$ cat src/rtl/sram_like_pkg.sv
// Shared types and constants for the SRAM-like responder: size codes,
// response payload and delay-LFSR taps.
package sram_like_pkg;

  localparam int unsigned DATA_W = 32;

  localparam logic [1:0] SIZE_B = 2'd0;
  localparam logic [1:0] SIZE_H = 2'd1;
  localparam logic [1:0] SIZE_W = 2'd2;

  // Fibonacci taps 16,14,13,11 expressed as bit positions 15,13,12,10
  localparam logic [15:0] LFSR_TAPS = 16'hB400;

  typedef struct packed {
    logic              wr;
    logic [DATA_W-1:0] data;
  } resp_t;

  function automatic logic lfsr_fb(input logic [15:0] state);
    return ^(state & LFSR_TAPS);
  endfunction

endpackage

$ cat src/rtl/sram_resp_fifo.sv
// In-order response buffer between the RAM stage register and data_ok.
module sram_resp_fifo
  import sram_like_pkg::*;
#(
  parameter int unsigned DEPTH = 2
) (
  input  logic  clk,
  input  logic  reset,
  input  logic  push,
  input  logic  pop,
  input  resp_t din,
  output resp_t dout,
  output logic  empty,
  output logic  full
);

  localparam int unsigned PTR_W = (DEPTH > 1) ? $clog2(DEPTH) : 1;
  localparam int unsigned CNT_W = $clog2(DEPTH + 1);
  localparam logic [PTR_W-1:0] LAST = PTR_W'(DEPTH - 1);

  resp_t            mem [DEPTH];
  logic [PTR_W-1:0] wr_ptr;
  logic [PTR_W-1:0] rd_ptr;
  logic [CNT_W-1:0] count;
  logic             do_push;
  logic             do_pop;

  assign do_push = push & ~full;
  assign do_pop  = pop & ~empty;

  // Pointer and occupancy tracking
  always_ff @(posedge clk or posedge reset) begin
    if (reset) begin
      wr_ptr <= '0;
      rd_ptr <= '0;
      count  <= '0;
    end else begin
      if (do_push) begin
        wr_ptr <= (wr_ptr == LAST) ? '0 : wr_ptr + PTR_W'(1);
      end
      if (do_pop) begin
        rd_ptr <= (rd_ptr == LAST) ? '0 : rd_ptr + PTR_W'(1);
      end
      count <= count + CNT_W'(do_push) - CNT_W'(do_pop);
    end
  end

  // Payload storage needs no reset; dout is only consumed when non-empty
  always_ff @(posedge clk) begin
    if (do_push) begin
      mem[wr_ptr] <= din;
    end
  end

  assign dout  = mem[rd_ptr];
  assign empty = (count == '0);
  assign full  = (count == CNT_W'(DEPTH));

endmodule

$ cat src/rtl/sram_like_slave.sv
// SRAM-like protocol responder in front of a single-cycle synchronous RAM.
// Optional macro SRAM_RAND_DELAY_EN adds LFSR-driven stalls on addr_ok/data_ok.
module sram_like_slave
  import sram_like_pkg::*;
#(
  parameter int unsigned RAM_AW    = 14,
  parameter int unsigned MAX_OUT   = 2,
  parameter logic [15:0] LFSR_SEED = 16'hACE1
) (
  input  logic              clk,
  input  logic              reset,
  input  logic              req,
  input  logic              wr,
  input  logic [1:0]        size,
  input  logic [3:0]        wstrb,
  input  logic [31:0]       addr,
  input  logic [31:0]       wdata,
  output logic              addr_ok,
  output logic              data_ok,
  output logic [31:0]       rdata,
  output logic              ram_en,
  output logic [3:0]        ram_we,
  output logic [RAM_AW-1:0] ram_addr,
  output logic [31:0]       ram_wdata,
  input  logic [31:0]       ram_rdata
);

  localparam int unsigned CNT_W = 3;

  logic [CNT_W-1:0] out_cnt;
  logic             pend_v;
  logic             pend_wr;
  logic             accept;
  logic             fifo_empty;
  logic             fifo_full;
  logic             gate_a;
  logic             gate_d;
  resp_t            push_data;
  resp_t            head;
  logic             unused_bits;

`ifdef SRAM_RAND_DELAY_EN
  logic [15:0] lfsr;

  // Free-running stall generator; reloads its seed on every reset
  always_ff @(posedge clk or posedge reset) begin
    if (reset) begin
      lfsr <= LFSR_SEED;
    end else begin
      lfsr <= {lfsr[14:0], lfsr_fb(lfsr)};
    end
  end

  assign gate_a = lfsr[0];
  assign gate_d = lfsr[3];
  assign unused_bits = ^{size == SIZE_B, size == SIZE_H, size == SIZE_W,
                         addr[1:0], addr[31:RAM_AW+2]};
`else
  assign gate_a = 1'b1;
  assign gate_d = 1'b1;
  assign unused_bits = ^{size == SIZE_B, size == SIZE_H, size == SIZE_W,
                         addr[1:0], addr[31:RAM_AW+2], LFSR_SEED};
`endif

  // A pop this cycle frees a slot, so a full responder may still accept
  assign data_ok = ~fifo_empty & gate_d;
  assign addr_ok = ~reset & gate_a & ((out_cnt < CNT_W'(MAX_OUT)) | data_ok);
  assign accept  = req & addr_ok;

  assign ram_en    = accept;
  assign ram_we    = (accept & wr) ? wstrb : 4'b0000;
  assign ram_addr  = addr[RAM_AW+1:2];
  assign ram_wdata = wdata;

  // Outstanding count and the one-deep RAM stage marker
  always_ff @(posedge clk or posedge reset) begin
    if (reset) begin
      out_cnt <= '0;
      pend_v  <= 1'b0;
      pend_wr <= 1'b0;
    end else begin
      case ({accept, data_ok})
        2'b10:   out_cnt <= out_cnt + CNT_W'(1);
        2'b01:   out_cnt <= out_cnt - CNT_W'(1);
        default: out_cnt <= out_cnt;
      endcase
      pend_v  <= accept;
      pend_wr <= accept & wr;
    end
  end

  assign push_data.wr   = pend_wr;
  assign push_data.data = pend_wr ? 32'h0 : ram_rdata;

  sram_resp_fifo #(
    .DEPTH (MAX_OUT)
  ) u_resp_fifo (
    .clk   (clk),
    .reset (reset),
    .push  (pend_v),
    .pop   (data_ok),
    .din   (push_data),
    .dout  (head),
    .empty (fifo_empty),
    .full  (fifo_full)
  );

  assign rdata = data_ok ? head.data : 32'h0;

endmodule

$ cat config.mk
export PLATFORM = sky130hd
export DESIGN_NAME = sram_like_slave
export DESIGN_NICKNAME = d
export VERILOG_FILES = /design/src/rtl/sram_like_pkg.sv /design/src/rtl/sram_resp_fifo.sv /design/src/rtl/sram_like_slave.sv
export SDC_FILE = /design/constraint.sdc
export NUM_CORES = 1
export LEC_CHECK = 0
export BUFFER_PORTS_ARGS = -buffer_cell sky130_fd_sc_hd__clkbuf_2
export CORE_ASPECT_RATIO = 1.5
export CORE_MARGIN = 1.5
export CORE_UTILIZATION = 40
export DETAILED_ROUTE_END_ITERATION = 10
export HOLD_SLACK_MARGIN = 0.15
export PLACE_DENSITY_LB_ADDON = 0.08
export SYNTH_ARGS = -nofsm -noshare
export SYNTH_HDL_FRONTEND = slang
export SYNTH_SLANG_ARGS = --single-unit
$ cat constraint.sdc
create_clock -name clk -period 3.6 [get_ports clk]
set_clock_uncertainty 0.05 [all_clocks]
set_input_delay 0.54 -clock clk [delete_from_list [all_inputs] [get_ports clk]]
set_output_delay 0.54 -clock clk [all_outputs]
set_load 0.05 [all_outputs]
==> results_dict.tcl <==
set metrics [dict create \
    syn2layout_area_growth_pct 13.1 \
    antenna_found_initial 0 \
    yosys.cell_types.count 23 \
    firstDrtPassIters 4 \
    whs_ns 0.421 \
    whs_endpoint "out_cnt[2]" \
    routed_wl_mm 6.38 \
    cts_tree "done" \
    slew_headroom_pct 35.1 \
    yosys_warnings 0 \
    initial_utilization_pct 40.8 \
    leakage_nw 1.62 \
    maxSlewViolCount 0 \
    syn_avg_cell_area_um2 13.2 \
    setup_viol 0 \
    status "completed" \
    dp_hpwl_mm 4.17 \
    nNetsFinal 401 \
    clkPwrFrac_pct 30.1 \
    num_vias 1876 \
    die_x_um 78.2 \
    worst_path_most_repeated_cell "clkbuf_2" \
    via_per_inst 4.63 \
    ys_ff_latch 73 \
    p_sw_share_pct 32.2 \
    path_max_fanout 11 \
    yosys.area.top_type_share_pct 56.7 \
    hold_class "register to register" \
    synthArstFlopShare_pct 12.3 \
    min_from "out_cnt[2]" \
    rsz0062_at_grt "false" \
    cts_resized 0 \
    grt_pass1_vias 1905 \
    coreArea_um2 8310 \
    hold_viol 0 \
    cts_setup_buffers 0 \
    slowest_delay_ns 0.53 \
    ioPinCount 191 \
    gr-total-overflow 0 \
    dp.cells 388 \
    finalCritPeriodShare_pct 77.0 \
    antenna_cells 0 \
    grt_max_degree 34 \
    crit_type "input port to primary output" \
    end_kind "primary output" \
    clkTransAtPathRegs_ns 0.05 \
    clk_path_buf_depth 2 \
    synth_area_leaders "edfxtp_1 57%, buf_4 11%, mux2i_1 9.4%" \
    clk_latency_ns 0.32 \
    whs_path_depth 1 \
    holdBufCountCts 1 \
    p_sw_mw 0.857 \
    reg2reg_slack_ns 1.59 \
    grt_pass1_wl_mm 9.45 \
    required_ns 3.01 \
    ir_drop_v 0.000322 \
    setup-tns-final_ns 0 \
    r2r_start "u_resp_fifo.count[1]" \
    port_buffers 78 \
    dieArea_um2 9050 \
    die_h_um 116 \
    synth_edf_count 64 \
    clock_sinks 73 \
    wire_per_inst_um 15.8 \
    r2r_cells 6 \
    yosys-top-cells-count "64 x edfxtp_1, 49 x buf_4, 39 x nor2_1" \
    synth_most_common_cell "edfxtp_1" \
    comb_power_share_pct 27.2 \
    internal_power_mw 1.81 \
    gp_congestion 0.679 \
    synth.largest_area_cell "edfxtp_1" \
    rows 41 \
    drtAntennaViolNets 0 \
    drv_cap 0 \
    worst_setup_path_start_kind "input port" \
    netlist_area_um2 3390 \
    numCtsBuffers 9 \
    slowest_stage "dlygate4sd3_1" \
    crit_arrival_ns 2.18 \
    seq_area_frac_synth_pct 63.3 \
    drt_iter0_markers 70 \
    utilization_pct 46.2 \
    clock-root-buffer "clkbuf_16" \
    drc 0 \
    seqPwrFrac_pct 42.6 \
    syn_inst 256 \
    synth_fp_nets 364 \
    drive_gt1_share_pct 34.6 \
    grt_usage_pct 14.7 \
    synthFlopType "edfxtp_1" \
    powerDensity_nw_per_um2 694 \
    max_freq_mhz 361 \
    cts-htree-levels 3 \
    rr_endpoint "out_cnt[1]" \
    fin_cells 405 \
    crit_chain "dlygate4sd3_1 > clkbuf_2 > inv_1 > o211ai_2 > nor2_1 > clkbuf_2" \
    min_period_ns 2.77 \
    worst_pin_slew_ns 0.971 \
]
[layout by cell type (no fill, tap or decap), types with 2 or more instances in the layout]
cell       netlist  final
mux2i_1         32     32
nor2_4           1      2
clkbuf_2         0     78
clkbuf_8         0      2
buf_4           49      3
clkinv_2         0      3
inv_2            2      2
dfrtp_1          9      8
nand2b_1         2      2
clkbuf_1         4      2
xnor2_1          4      4
edfxtp_1        64     64
nand2_1          5      5
nor2b_1         32     32
clkbuf_16        0      9
nor2_1          39     38
[worst max-delay path: cells and delay by family]
family	cells	cell delay, ns
buf+inv	4	1.23
simple gates	1	0.16
compound gates	1	0.25
[layout make-up]
type                    instances  area (um^2)
fillers                       810         4470
flip-flops and latches         73         2150
multi-input cells             124          845
repair buffers                 82          423
clock buffers                  13          260
well taps                     107          134
clock inverters                 3         15.0
inverters                       3         11.3
[per-layer routing]
metal	wire, um	global-route usage (%)	part of all wire, %	up-vias
met4	459	13.6	7.2	0
met3	518	5.04	8.1	38
met2	3250	24.1	51	74
li1	-	-	-	894
met1	2150	14.5	34	870
met5	0	0	0	-
[worst max path at each step]
stage | start | end | slack (ns) | cells after the start
6_report | reset | ram_we[2] | 0.83 | 6
4_1_cts | reset | ram_we[2] | 0.77 | 6
3_5_place_dp | reset | out_cnt[2] | 1.16 | 8
2_1_floorplan | u_resp_fifo.count[0] | u_resp_fifo.mem[0][0] | 1.17 | 3
5_1_grt | reset | ram_we[0] | 0.59 | 6
3_3_place_gp | reset | out_cnt[2] | 1.15 | 8
[sequential cells by signal, summed over array words and instances (netlist names)]
name,count
u_resp_fifo.count,2
pend_v,1
out_cnt,3
pend_wr,1
u_resp_fifo.mem,64
u_resp_fifo.rd_ptr,1
u_resp_fifo.wr_ptr,1
[through the flow]
stage | power (mW) | cell area (um^2) | setup slack, ns
3_3_place_gp | 1.88 | 3550 | 1.15
6_report | 2.66 | 3840 | 0.828
3_5_place_dp | 1.90 | 3550 | 1.16
4_1_cts | 2.71 | 3840 | 0.775
2_1_floorplan | 1.86 | 3390 | 1.17
5_1_grt | 2.79 | 3840 | 0.594
[cells by family after synthesis]
| family | synth area share, % |
|---|---|
| AO/OA/AOI/OAI | 0.590 |
| XOR/XNOR | 1.29 |
| adder cells (fa/ha/maj) | 0.959 |
| buffers and inverters | 12.0 |
| flip-flops | 63.3 |
| multiplexers | 9.78 |
| AND/OR/NAND/NOR | 12.0 |
[power by group through the flow]
stage,sequential (mW),combinational (mW),clock (mW)
floorplan,1.11,0.756,0
global placement,1.15,0.731,0
detailed placement,1.16,0.740,0
CTS,1.14,0.741,0.827
global route,1.15,0.786,0.858
finish,1.14,0.725,0.803
(Power assumes the default switching activity.)
